===== config.mk =====
export PLATFORM = sky130hd
export DESIGN_NAME = dual_port_ram_sc
export DESIGN_NICKNAME = d
export VERILOG_FILES = /design/src/rtl/dual_port_ram_pkg.sv /design/src/rtl/dpram_clear_seq.sv /design/src/rtl/dual_port_ram_sc.sv
export SDC_FILE = /design/constraint.sdc
export NUM_CORES = 1
export LEC_CHECK = 0
export ABC_CLOCK_PERIOD_IN_PS = 5000
export BUFFER_PORTS_ARGS = -buffer_cell sky130_fd_sc_hd__buf_2
export CORE_UTILIZATION = 30
export CTS_CLUSTER_DIAMETER = 30
export DETAILED_ROUTE_END_ITERATION = 10
export PLACE_DENSITY = 0.45
export SYNTH_ARGS = -nofsm -noshare
export SYNTH_HDL_FRONTEND = slang
export SYNTH_HIERARCHICAL = 1
export SYNTH_SLANG_ARGS = --single-unit
export TNS_END_PERCENT = 30

===== constraint.sdc =====
create_clock -name clk -period 5 [get_ports clk]
set_clock_uncertainty 0.2 [all_clocks]
set_input_delay 0.5 -clock clk [delete_from_list [all_inputs] [get_ports clk]]
set_output_delay 0.5 -clock clk [all_outputs]
set_load 0.005 [all_outputs]

===== src/rtl/dual_port_ram_pkg.sv =====
// Shared definitions for dual_port_ram_sc: read-during-write modes, the
// sequencer state encoding and the parity helper.
package dual_port_ram_pkg;

   localparam int READ_FIRST  = 0;
   localparam int WRITE_FIRST = 1;

   localparam int PAR_MAX_W = 64;

   typedef enum logic {
      ST_CLEAR,
      ST_RUN
   } state_t;

   // Even parity over up to PAR_MAX_W bits; callers zero-extend narrower words.
   function automatic logic parity_even(input logic [PAR_MAX_W-1:0] d);
      return ^d;
   endfunction

endpackage


===== src/rtl/dpram_clear_seq.sv =====
// Post-reset clear sequencer: walks every word once, writing zero, then
// hands the array over to the ports.
//
//   state    | meaning
//   ---------+------------------------------------------------------------
//   ST_CLEAR | writing zero to word cnt_q, ports ignored, init_busy high
//   ST_RUN   | normal port operation
module dpram_clear_seq
   import dual_port_ram_pkg::*;
#(
   parameter int ADDR_W = 3,
   parameter int MEM_W  = 8
) (
   input  logic              clk,
   input  logic              rst_n,
   output logic              init_busy,
   output logic              clr_we,
   output logic [ADDR_W-1:0] clr_addr,
   output logic [MEM_W-1:0]  clr_data
);

   state_t            state_q, state_d;
   logic [ADDR_W-1:0] cnt_q, cnt_d;

   always_ff @(posedge clk or negedge rst_n) begin
      if (!rst_n) begin
         state_q <= ST_CLEAR;
         cnt_q   <= '0;
      end else begin
         state_q <= state_d;
         cnt_q   <= cnt_d;
      end
   end

   always_comb begin
      state_d = state_q;
      cnt_d   = cnt_q;
      clr_we  = 1'b0;
      unique case (state_q)
         ST_CLEAR: begin
            clr_we = 1'b1;
            cnt_d  = cnt_q + 1'b1;
            if (cnt_q == '1) state_d = ST_RUN;
         end
         ST_RUN:   state_d = ST_RUN;
         default:  state_d = ST_CLEAR;
      endcase
   end

   assign init_busy = (state_q == ST_CLEAR);
   assign clr_addr  = cnt_q;
   // All-zero word has zero even parity, so the stored pair is consistent.
   assign clr_data  = '0;

endmodule


===== src/rtl/dual_port_ram_sc.sv =====
// Single-clock true dual-port RAM with post-reset clear, read-valid strobes,
// selectable cross-port read-during-write and write-collision arbitration.
// Optional stored parity bit enabled by defining DPRAM_PARITY_EN.
module dual_port_ram_sc
   import dual_port_ram_pkg::*;
#(
   parameter int DATA_W  = 8,
   parameter int ADDR_W  = 3,
   parameter int RD_MODE = READ_FIRST
) (
   input  logic              clk,
   input  logic              rst_n,
   output logic              init_busy,
   input  logic              enA,
   input  logic              wrA,
   input  logic [ADDR_W-1:0] addA,
   input  logic [DATA_W-1:0] dinA,
   input  logic              enB,
   input  logic              wrB,
   input  logic [ADDR_W-1:0] addB,
   input  logic [DATA_W-1:0] dinB,
   output logic [DATA_W-1:0] doutA,
   output logic [DATA_W-1:0] doutB,
   output logic              vldA,
   output logic              vldB,
   output logic              collision
`ifdef DPRAM_PARITY_EN
   ,
   output logic              par_errA,
   output logic              par_errB,
   input  logic              par_injA,
   input  logic              par_injB
`endif
);

   localparam int DEPTH = 2**ADDR_W;
`ifdef DPRAM_PARITY_EN
   localparam int MEM_W = DATA_W + 1;
`else
   localparam int MEM_W = DATA_W;
`endif

   logic [MEM_W-1:0]  mem_q [DEPTH];

   logic              clr_we;
   logic [ADDR_W-1:0] clr_addr;
   logic [MEM_W-1:0]  clr_data;

   dpram_clear_seq #(
      .ADDR_W (ADDR_W),
      .MEM_W  (MEM_W)
   ) u_clear_seq (
      .clk       (clk),
      .rst_n     (rst_n),
      .init_busy (init_busy),
      .clr_we    (clr_we),
      .clr_addr  (clr_addr),
      .clr_data  (clr_data)
   );

   logic run, weA, weB, rdA, rdB, wcol;
   assign run  = !init_busy;
   assign weA  = run & enA & wrA;
   assign weB  = run & enB & wrB;
   assign rdA  = run & enA & ~wrA;
   assign rdB  = run & enB & ~wrB;
   assign wcol = weA & weB & (addA == addB);

   logic [MEM_W-1:0] wordA, wordB;
`ifdef DPRAM_PARITY_EN
   assign wordA = {parity_even(PAR_MAX_W'(dinA)) ^ par_injA, dinA};
   assign wordB = {parity_even(PAR_MAX_W'(dinB)) ^ par_injB, dinB};
`else
   assign wordA = dinA;
   assign wordB = dinB;
`endif

   // Port A wins a same-address write-write; B's write is suppressed.
   always_ff @(posedge clk) begin
      if (clr_we)         mem_q[clr_addr] <= clr_data;
      if (weA)            mem_q[addA]     <= wordA;
      if (weB && !wcol)   mem_q[addB]     <= wordB;
   end

   logic [MEM_W-1:0]  rwordA, rwordB;
   logic [DATA_W-1:0] doutA_q, doutA_d, doutB_q, doutB_d;
   logic              vldA_q, vldB_q, col_q;

   always_comb begin
      rwordA = mem_q[addA];
      rwordB = mem_q[addB];
      if (RD_MODE == WRITE_FIRST && weB && (addB == addA)) rwordA = wordB;
      if (RD_MODE == WRITE_FIRST && weA && (addA == addB)) rwordB = wordA;
      doutA_d = rdA ? rwordA[DATA_W-1:0] : doutA_q;
      doutB_d = rdB ? rwordB[DATA_W-1:0] : doutB_q;
   end

   always_ff @(posedge clk or negedge rst_n) begin
      if (!rst_n) begin
         doutA_q <= '0;
         doutB_q <= '0;
         vldA_q  <= 1'b0;
         vldB_q  <= 1'b0;
         col_q   <= 1'b0;
      end else begin
         doutA_q <= doutA_d;
         doutB_q <= doutB_d;
         vldA_q  <= rdA;
         vldB_q  <= rdB;
         col_q   <= wcol;
      end
   end

   assign doutA     = doutA_q;
   assign doutB     = doutB_q;
   assign vldA      = vldA_q;
   assign vldB      = vldB_q;
   assign collision = col_q;

`ifdef DPRAM_PARITY_EN
   logic perrA_q, perrB_q;

   always_ff @(posedge clk or negedge rst_n) begin
      if (!rst_n) begin
         perrA_q <= 1'b0;
         perrB_q <= 1'b0;
      end else begin
         perrA_q <= rdA & (parity_even(PAR_MAX_W'(rwordA[DATA_W-1:0])) ^ rwordA[DATA_W]);
         perrB_q <= rdB & (parity_even(PAR_MAX_W'(rwordB[DATA_W-1:0])) ^ rwordB[DATA_W]);
      end
   end

   assign par_errA = perrA_q;
   assign par_errB = perrB_q;
`endif

endmodule


### Word-level counts from Yosys, hierarchy flattened

Memory sizes are Yosys's and may differ from the RTL's. A register that Yosys moved wholly into a read port is not among the register bits.
Cells that the tools add are included.

* register bits: 7
* memory bits (writable): 64
* output and inout port bits: 20
* logic and storage cells: 35
* memories: 1

* add/subtract/negate cells: 1
* equality and inequality tests: 2
* multiplexer cells: 10
* bitwise operators: 11
* reductions and logical operators: 5

Memory list
* mem_q: depth 8, width 8, read ports 2, clocked after Yosys merged registers in 2, write ports 2, RTL line dual_port_ram_sc.sv:43 `logic [MEM_W-1:0] mem_q [DEPTH];`

Operators by type and width (count)
* $and 1x1->1: 8
* $mux 8: 1
* $reduce_or 8->1: 1
* $mux 1: 7
* $add 3x1->3 const B: 1
* $eq 3x3->1: 1
* $eq 3x3->1 const B: 1
* $logic_not 1->1: 3
* $mux 3: 1
* $not 1->1: 3
* $pmux 1 s2: 1
* $logic_and 1x1->1: 1

### Longest topological paths before layout

Gate-level depths: netlist of run 1.

* word-level depth: 8
* depth in mapped cells: 7
* gate-level depth less buffers: 5

### Modules after synthesis

The synthesis of run 1 kept the hierarchy.

By module, submodules not included
* dual_port_ram_sc: times used 1, cells an instance 397, area each 5474.0 µm², seq. area each 2397.3 µm²
* dpram_clear_seq: times used 1, cells an instance 21, area each 237.7 µm², seq. area each 100.1 µm²

### Least setup slack after synthesis of run 1

Ideal clock, no wire load.

* path kind: in2reg
* start: input addB[0]
* end: memory mem_q[2][0], enable pin
* setup time: 412 ps
* arrival time: 1823 ps
* path slack: 2564 ps
* cell stages on the path: 5
* path through: buf_4 > xnor2_1 > a41oi_4 > nand3b_2 > o311ai_0

RTL lines
* start: declaration: RTL line dual_port_ram_sc.sv:20 `input logic [ADDR_W-1:0] addB,`
* end: declaration: RTL line dual_port_ram_sc.sv:43

==> summary.md, run 1 <==
| Metric | Value |
|---|---|
| Status | completed |
| Post-Route WL | approximately 18000 um |
| Post-CTS setup buffer count | 0 |
| Via count | approximately 3900 |
| Cts hold-fix bufs | 1 |
| Avg Inst Size Synth | 13.7 sq um |
| CTS max path bufs | 2 |
| P_leak | between 0.002 and 0.0025 uW |
| GP Congestion | ~0.80 |
| Cell area after synthesis | between 0.005 and 0.006 sq mm |
| Vias in the first global route | 3963 |
| Clock Latency Late Sink | about 0.36 ns |
| Peak Freq | approximately 0.28 GHz |
| Filler instances | 1828 |
| Pwr per Cell Area | 276 mW/mm^2 |
| Routed WL per cell | 25.7 um |
| Final min period | 3.52 ns |
| WP data arrival | roughly 3.3 ns |
| Synth top cells by count | mux2_2 (124), edfxtp_1 (64), dfrtp_1 (23), mux2i_1 (23), nor2_1 (17) |
| Unrepaired setup endpoints after global routing | no |
| CTS H-tree depth | 3 |
| Initial core utilization | between 30% and 40% |
| Fin. Hold Viols | 0 |
| CTS resizes | 0 |
| Gr usage total | 19.1% |
| CTS tree | done |
| Port Buf Inserts | 47 |
| Synth async-reset ratio | between 20% and 30% |
| Drt drc | 0 |
| Post-synth EDFFs | 64 |
| Min-Delay Path Class | reg2reg |
| Startpoint types | input port |
| First-pass GRT wire length | 26700 um |
| Initial antenna violation count | 0 |
| Final Max Tran Viols | 0 |
| First DRT Iteration DRCs | 313 |
| Max-cap violations | 0 |
| Most numerous cell in the Yosys netlist | mux2_2 |
| Dpl hpwl | between 10000 and 15000 um |
| Finish-stage setup viols | 0 |
| Root Buffer | clkbuf_16 |
| Crit path capture type | flop |
| Synthesis-to-layout area growth | 12.5% |
| Design Power | about 1800 uW |
| Setup Crit Path Kind | in2reg |
| Top cells by area, synth | edfxtp_1 (34%), mux2_2 (24%), dfrtp_1 (10%) |
| Fin crit share | between 70% and 80% |
| Clock transition at path regs | 0.06 ns |
| VDD IR max | 0.174 mV |
| YS warnings | 6 |
| Pre-antenna DRT Iters | 5 |
| Number of distinct library cells after synthesis | 55 |
| Inserted Clock Buffers | 9 |
| Antenna Nets Post-Route | 0 |
| # IOs | 48 |
| TNS Setup | 0 ns |
| Slew margin rel. | 14.5% |
| FP Rows | 50 |
| Top_reg_cell synth | edfxtp_1 |
| Crit-path max FO | 26 |
| Post-synthesis register bit count | 87 |
| Share of the synthesized area in the top cell type | around 34% |
| CORE AREA | 0.0187 sq mm |
| Vias per cell | around 5.5 |
| Slew @ Worst Pin | about 1.3 ns |
| Area leader, netlist | edfxtp_1 |
| Share of layout cells above drive strength 1 | between 50% and 60% |
| ANT cells | 0 |
| CTS Sinks | 87 |
| Overflow after GRT | 0 |
| Die ar. | 0.0196 sq mm |
| Die Height | approximately 140 um |
| Seq/Total Area, Yosys | between 40 and 50% |
| Nets | approximately 500 |
| Horiz. Die Dim | 140 um |
| Largest net degree at the start of global routing | 31 |
| WP data required | about 4.8 ns |
| Post-Syn Instances | between 400 and 500 |
## where the power goes
group / internal (uW) / total [uW] / switching [uW] / leakage (uW)
Sequential: 814 / 835 / 20.6 / 0.000847
Combinational: 129 / 271 / 141 / 0.00141
Clock: 380 / 669 / 289 / 0.000133
Total: 1320 / 1770 / 450 / 0.00239
## stage by stage
stage	instances	hold slack (ns)	cell area [sq um]	utilization [%]	worst slack [ns]
floorplan	425	0.00441	5740	-	2.56
global placement	682	0.298	6140	32.8	1.17
detailed placement	682	0.312	6140	32.8	1.13
CTS	698	0.311	6430	34.4	1.44
global route	698	0.337	6430	34.4	1.29
finish	698	0.319	6430	34.4	1.48
## sequential cells by signal, summed over array words and instances (netlist names)
signal                flops
mem_q                    64
vldB                      1
doutB                     8
doutA                     8
u_clear_seq/state_q       1
vldA                      1
collision                 1
u_clear_seq/clr_addr      3
## routing by layer
| metal | vias to the layer above | share of wire (%) | GRT usage [%] |
|---|---|---|---|
| li1 | 1732 | - | - |
| met1 | 1966 | 51 | 28.3 |
| met2 | 135 | 44 | 28.0 |
| met3 | 17 | 4.1 | 2.74 |
| met4 | 0 | 1.3 | 6.94 |
| met5 | - | 0 | 0 |
## worst max-delay path: stages
cell and delay [ns]:
buf_2 0.57, nand4b_1 0.47, nor2b_1 1.11, a41oi_1 0.08
nand2_1 0.55
## final cells by class
| cell class | instances | area (sq um) | area share (%) |
|---|---|---|---|
| multi-input cells | 305 | 3060 | 47.6 |
| flip-flops and latches | 87 | 2500 | 38.9 |
| repair buffers | 54 | 290 | 4.52 |
| inverters | 3 | 11.3 | 0.175 |
| clock buffers | 10 | 229 | 3.56 |
| well taps | 234 | 293 | 4.56 |
| clock inverters | 5 | 50.0 | 0.779 |
## placed cells by master, fill, tap and decap left out, types with 5 or more instances in the layout
cell type / n
mux2_2: 124
buf_2: 47
a221oi_1: 5
dfrtp_1: 23
mux4_2: 16
edfxtp_1: 64
buf_4: 6
nor2_1: 17
nand2_1: 8
a21oi_1: 15
a22oi_1: 6
clkbuf_16: 9
mux2_4: 8
conb_1: 8
mux2i_1: 23
## kinds of logic (layout without fill, tap and decap cells)
| family | Yosys count | count (layout) | synth area share, % |
|---|---|---|---|
| muxes | 172 | 172 | 37.1 |
| DFF | 87 | 87 | 43.7 |
| other | 1 | 8 | 0.0657 |
| buffers and inverters | 33 | 72 | 3.40 |
| xor gates and xnor gates | 4 | 4 | 0.613 |
| adders and majority gates | 2 | 2 | 0.438 |
| AOI/OAI and AO/OA | 57 | 57 | 7.60 |
| and+or+nand+nor | 62 | 62 | 7.08 |
## path summary, 6_finish.rpt
kind | end | slack (ns) | cells past startpoint | start
max | mem_q[7][5]$_DFFE_PP_ | 1.48 | 5 | addA[0]
min | doutB[7]$_DFFE_PN0P_ | 0.32 | 2 | doutB[7]$_DFFE_PN0P_
max reg2reg | mem_q[7][5]$_DFFE_PP_ | 1.57 | 5 | u_clear_seq/state_q$_DFF_PN0_
min reg2reg | doutB[7]$_DFFE_PN0P_ | 0.32 | 2 | doutB[7]$_DFFE_PN0P_
max in group asynchronous | u_clear_seq/clr_addr[1]$_DFFE_PN0N_ | 3.79 | 2 | rst_n
min in group asynchronous | doutB[0]$_DFFE_PN0P_ | 0.45 | 2 | rst_n
(Power assumes the default switching activity.)
==> run 2, diff against run 1 <==
Settings changed: ABC_CLOCK_PERIOD_IN_PS 5000 to 3500.
Clock period 5 ns to 3.5 ns, I/O delays scaled along.
==> run 2 against run 1 <==
  * Largest cell class unchanged
  * Final cell count rose by 1.4%
  * Critical path type is now reg2reg
  * Total power rose by 40%
  * Flip-flop and latch count did not move
  * Utilization rose by 0.28 points
==> summary.md, run 2 (same netlist as run 1, synthesis figures left out) <==
| Metric | Value |
|---|---|
| Status | completed |
| Final min period | 2.90 ns |
| Initial core utilization | 30.5% |
| CORE AREA | between 0.015 and 0.02 sq mm |
| First-pass GRT wire length | between 20000 and 30000 um |
| FP Rows | 50 |
| Vias per cell | around 5.5 |
| Reg2Reg Depth | 5 |
| VDD IR max | 0.182 mV |
| Area after DPL | 0.00621 sq mm |
| Pre-antenna DRT Iters | 5 |
| Unrepaired setup endpoints after global routing | no |
| R2r startpoint | u_clear_seq/state_q$_DFF_PN0_ |
| Initial antenna violation count | 0 |
| Critical Path Source | u_clear_seq/state_q$_DFF_PN0_ |
| Share of layout cells above drive strength 1 | approximately 50% |
| Max-cap violations | 0 |
| Slew margin rel. | 25.8% |
| WP data required | about 3.3 ns |
| Clock transition at path regs | about 0.060 ns |
| Antenna Nets Post-Route | 0 |
| Die Height | roughly 140 um |
| Fin. Hold Viols | 0 |
| Dpl hpwl | between 10000 and 15000 um |
| Nets | between 400 and 500 |
| Largest net degree at the start of global routing | 29 |
| CTS max path bufs | 2 |
| Crit-path max FO | 10 |
| CTS tree | done |
| # IOs | 48 |
| Setup WS post-layout | between 0.6 and 0.7 ns |
| Crit-path max cell delay | 0.79 ns |
| P_leak | 0.00243 uW |
| Reg-to-Reg End | mem_q[3][6]$_DFFE_PP_ |
| Reg with most FFs | mem_q |
| Setup Crit Path Kind | reg2reg |
| Port Buf Inserts | 47 |
| CTS Sinks | 87 |
| Root Buffer | clkbuf_16 |
| TNS Setup | 0 ns |
| Ordered list of cells on the worst path | inv_1 -> and3b_1 -> nand4_1 -> or4b_1 -> nand2_1 |
| Commonest non-fill, non-tap cell in the layout | mux2_2 |
| Clock Latency Late Sink | between 0.3 and 0.4 ns |
| WP data arrival | 2.70 ns |
| Via count | a little under 4000 |
| Final Instance Area | around 0.0065 sq mm |
| Flip-flop count of the largest register after layout | 64 |
| Overflow after GRT | 0 |
| Crit path capture type | flop |
| Post-CTS setup buffer count | 0 |
| Synthesis-to-layout area growth | 13.5% |
| Vias in the first global route | 3824 |
| Gr usage total | 18.5% |
| First DRT Iteration DRCs | 352 |
| Final Max Tran Viols | 0 |
| Most frequent cells in the layout | mux2_2 (124), edfxtp_1 (64), buf_2 (47) |
| Pwr per Cell Area | around 380 mW/mm^2 |
| Die ar. | 0.0196 sq mm |
| Finish-stage setup viols | 0 |
| CTS H-tree depth | 3 |
| Inserted Clock Buffers | 9 |
| Startpoint types | flop |
| Min-Delay Path Class | in2reg |
| ANT cells | 0 |
| Drt drc | 0 |
| Worst Setup EP | mem_q[3][6]$_DFFE_PP_ |
| Crit-path slowest cell | or4b_1 |
| Horiz. Die Dim | ~140 um |
| Flop-to-flop setup slack | approximately 0.6 ns |
| Hold WS | 0.168 ns |
| Slew @ Worst Pin | around 1.1 ns |
| Setup WS pre-CTS | roughly 0.6 ns |
| Routed WL per cell | between 20 and 25 um |
| Post-Route WL | 17500 um |
| GP Congestion | about 0.81 |
| Peak Freq | 0.345 GHz |
| Fin crit share | between 80 and 90% |
run 2: cell types whose count changed in the layout (fill, tap and decap cells not counted), sizes merged:
cell,change
bufinv,-1
clkbuf,+4
clkinvlp,-1
clkinv,-1
buf,+9
run 2: layout make-up:
class / instances / area, sq um
repair buffers: 63 / 358
inverters: 3 / 11.3
clock buffers: 14 / 254
flip-flops and latches: 87 / 2500
well taps: 234 / 293
fillers: 1829 / 12200
clock inverters: 2 / 10.0
multi-input cells: 305 / 3060
run 2: where the power goes:
| part | internal (uW) | switching [uW] | total [uW] |
|---|---|---|---|
| Sequential | 1160 | 29.7 | 1190 |
| Combinational | 190 | 206 | 395 |
| Clock | 500 | 404 | 904 |
run 2: worst min-delay path by stage:
stage	end	start	slack, ns	depth (start not counted)
after floorplan	collision$_DFF_PN0_	rst_n	-0.15	0
after global placement	doutA[5]$_DFFE_PN0P_	rst_n	0.16	1
after detailed placement	doutB[0]$_DFFE_PN0P_	rst_n	0.17	1
after CTS	doutB[7]$_DFFE_PN0P_	wrB	0.17	3
after global routing	doutB[6]$_DFFE_PN0P_	wrB	0.20	4
final	doutB[7]$_DFFE_PN0P_	wrB	0.17	3
run 2: routing by layer:
metal / track usage, % / wire, um
met4: 6.13 / 246
met2: 27.7 / 7740
met1: 27.5 / 8820
met3: 2.22 / 658
met5: 0 / 0
run 2: metrics by stage:
step	power (uW)	utilization [%]	cells
after global placement	1600	33.2	691
after global routing	2590	34.6	708
after floorplan	1460	-	425
after detailed placement	1600	33.2	691
final	2490	34.6	708
after CTS	2510	34.6	708
run 2: what timing repair did:
| item | in CTS | in global routing |
|---|---|---|
| hold buffers | 1 | 0 |
| gates resized for setup | 0 | 0 |
| hold endpoints to repair | 23 | 0 |
| setup endpoints to repair | 0 | 0 |
run 2: worst max-delay path: cells and delay by family (launching register included):
family                 cells  cell delay (ns)
AND/OR/NAND/NOR            4             1.67
flip-flops                 1             0.43
buffers and inverters      1             0.25
==> run 3, diff against run 2 <==
Settings changed: ABC_CLOCK_PERIOD_IN_PS 3500 to 2500, PLACE_DENSITY 0.45 to 0.46.
Clock period 3.5 ns to 2.5 ns, I/O delays scaled along.
==> run 3 against run 2 <==
  * The run now ends with DRC left
  * Via count up 1.7%
  * Sequential share of layout area down 1.7 points
  * Wire length up 4.4%
  * Critical endpoint is now mem_q[7][5]$_DFFE_PP_
  * Largest cell class unchanged
  * Largest power group unchanged
==> summary.md, run 3 (same netlist as run 1, synthesis figures left out) <==
| Metric | Value |
|---|---|
| VDD IR max | ~0.28 mV |
| Reg2Reg Depth | 8 |
| Fin crit share | 95.3% |
| Status | finished with violations |
| Final Core Density | between 30% and 40% |
| Via count | between 3000 and 4000 |
| Die ar. | ~0.020 sq mm |
| # IOs | 48 |
| TNS Setup | 0 ns |
| Clock Latency Late Sink | between 0.3 and 0.4 ns |
| Setup Crit Path Kind | reg2reg |
| Worst Hold Path EP | vldB$_DFF_PN0_ |
| P_leak | between 0.002 and 0.003 uW |
| Overflow after GRT | 0 |
| M1 wire length | around 8600 um |
| Port Buf Inserts | 47 |
| Clock transition at path regs | around 0.060 ns |
| FP Rows | 50 |
| Sw Pwr | about 960 uW |
| Dpl hpwl | between 10000 and 15000 um |
| WP data arrival | approximately 2.2 ns |
| Critical Path Source | u_clear_seq/state_q$_DFF_PN0_ |
| Peak Freq | 0.420 GHz |
| CTS H-tree depth | 3 |
| Setup WS pre-CTS | -0.0186 ns |
| Number of cells on the worst hold path | 3 |
| CTS tree | done |
| Reg with most FFs | mem_q |
| Vias in the first global route | between 4000 and 5000 |
| Setup WS post-layout | 0.118 ns |
| Switching Fraction | between 20% and 30% |
| Horiz. Die Dim | around 140 um |
| Post-Route WL | roughly 18000 um |
| Clock share of power | 38.3% |
| Ordered list of cells on the worst path | inv_1 -> and3b_1 -> a41oi_4 -> buf_4 -> nand4_2 -> buf_4 -> nand2_1 -> buf_4 |
| Finish-stage setup viols | 0 |
| ANT cells | 0 |
| R2r startpoint | u_clear_seq/state_q$_DFF_PN0_ |
| Slew @ Worst Pin | ~0.64 ns |
| Crit path capture type | flop |
| Pre-antenna DRT Iters | 7 |
| DR WL met2 | ~8400 um |
| Fin. Hold Viols | 0 |
| Synthesis-to-layout area growth | 18.6% |
| Antenna Nets Post-Route | 0 |
| CORE AREA | about 0.019 sq mm |
| Failing checks | DRC |
| Die Height | approximately 140 um |
| Root Buffer | clkbuf_16 |
| Pwr per Cell Area | approximately 540 mW/mm^2 |
| Power Internal | between 2000 and 3000 uW |
| Reg power frac | between 40 and 50% |
| Flip-flop count of the largest register after layout | between 60 and 70 |
| Crit-path max cell delay | 0.38 ns |
| Final Max Tran Viols | 0 |
| WP data required | 2.36 ns |
| Crit-path max FO | 8 |
| Uppermost layer routed | met4 |
| Startpoint types | flop |
| Max-cap violations | 0 |
| Inserted Clock Buffers | 9 |
| First DRT Iteration DRCs | ~350 |
| Crit-path slowest cell | dfrtp_1 |
| GP Congestion | slightly below 0.8 |
| Final min period | between 2 and 2.5 ns |
| Vias per cell | approximately 5.3 |
| Share of layout cells above drive strength 1 | between 50% and 60% |
| Logic pwr share | between 15 and 20% |
| CTS Sinks | 87 |
| Commonest non-fill, non-tap cell in the layout | mux2_2 |
| Drt drc | 1 |
| Flop-to-flop setup slack | about 0.12 ns |
| Reg-to-Reg End | mem_q[7][5]$_DFFE_PP_ |
| Slew margin rel. | a little under three fifths |
| Initial antenna violation count | 0 |
| Worst Hold Launch | wrB |
| Final Instance Area | between 0.006 and 0.007 sq mm |
| CTS max path bufs | 2 |
| Largest net degree at the start of global routing | 30 |
| Initial core utilization | between 30% and 40% |
| Most used cell, CP | buf_4 |
| Min-Delay Path Class | in2reg |
| Nets | ~530 |
| Gr usage total | roughly 20% |
| Met3 WL | just over 900 um |
| Routed WL per cell | around 25 um |
| Most frequent cells in the layout | mux2_2 (124), edfxtp_1 (64), buf_4 (48) |
| First-pass GRT wire length | between 20000 and 30000 um |
| Area after DPL | 0.00645 sq mm |
## run 3: stage by stage
step                hold WS [ns]  std cells  power, uW
floorplan                 -0.246        425       2050
global placement          0.0869        722       2260
detailed placement        0.0931        722       2270
CTS                       0.0145        740       3650
global route              0.0244        742       3760
finish                    0.0193        742       3650
## run 3: how the worst max path moves through the flow
stage	end	slack, ns	cells past startpoint
finish	mem_q[7][5]$_DFFE_PP_	0.12	8
global route	mem_q[7][5]$_DFFE_PP_	-0.003	8
CTS	mem_q[1][1]$_DFFE_PP_	0.11	6
detailed placement	mem_q[4][7]$_DFFE_PP_	-0.02	6
global placement	mem_q[4][7]$_DFFE_PP_	-0.03	6
floorplan	mem_q[2][0]$_DFFE_PP_	0.07	6
## run 3: power groups by stage
stage                     clock (uW)  sequential [uW]  combinational [uW]
after floorplan                    0             1690                 361
after global placement             0             1690                 569
after detailed placement           0             1690                 577
after CTS                       1400             1660                 582
after global routing            1450             1670                 638
final                           1390             1660                 588
## run 3: final cells by class
type                            instances  area (sq um)
Clock inverter                          7          63.8
Timing Repair Buffer                   97           626
Sequential cell                        87          2500
Inverter                                3          11.3
Tap cell                              234           293
Fill cell                            1812         11900
Clock buffer                            9           225
Multi-Input combinational cell        305          3060
## run 3: timing repair
item / 4_1_cts / 5_1_grt
endpoints found under the hold margin: 23 / 0
buffers inserted: 1 / 2
pin swaps: 1 / 0
gates resized for setup: 1 / 0
hold buffers: 1 / 0
setup endpoints to repair: 16 / 17
## run 3: critical path, delay by kind of cell, from the launching register on
| family | cells | cell delay, ns |
|---|---|---|
| buffers and inverters | 4 | 0.73 |
| AO/OA/AOI/OAI | 1 | 0.32 |
| flip-flops | 1 | 0.38 |
| AND/OR/NAND/NOR | 3 | 0.43 |
## run 3: metal layers
metal / global-route usage, % / up-vias
li1: - / 1809
met1: 26.9 / 2002
met2: 30.6 / 122
met3: 3.15 / 18
met4: 6.94 / 0
met5: 0 / -
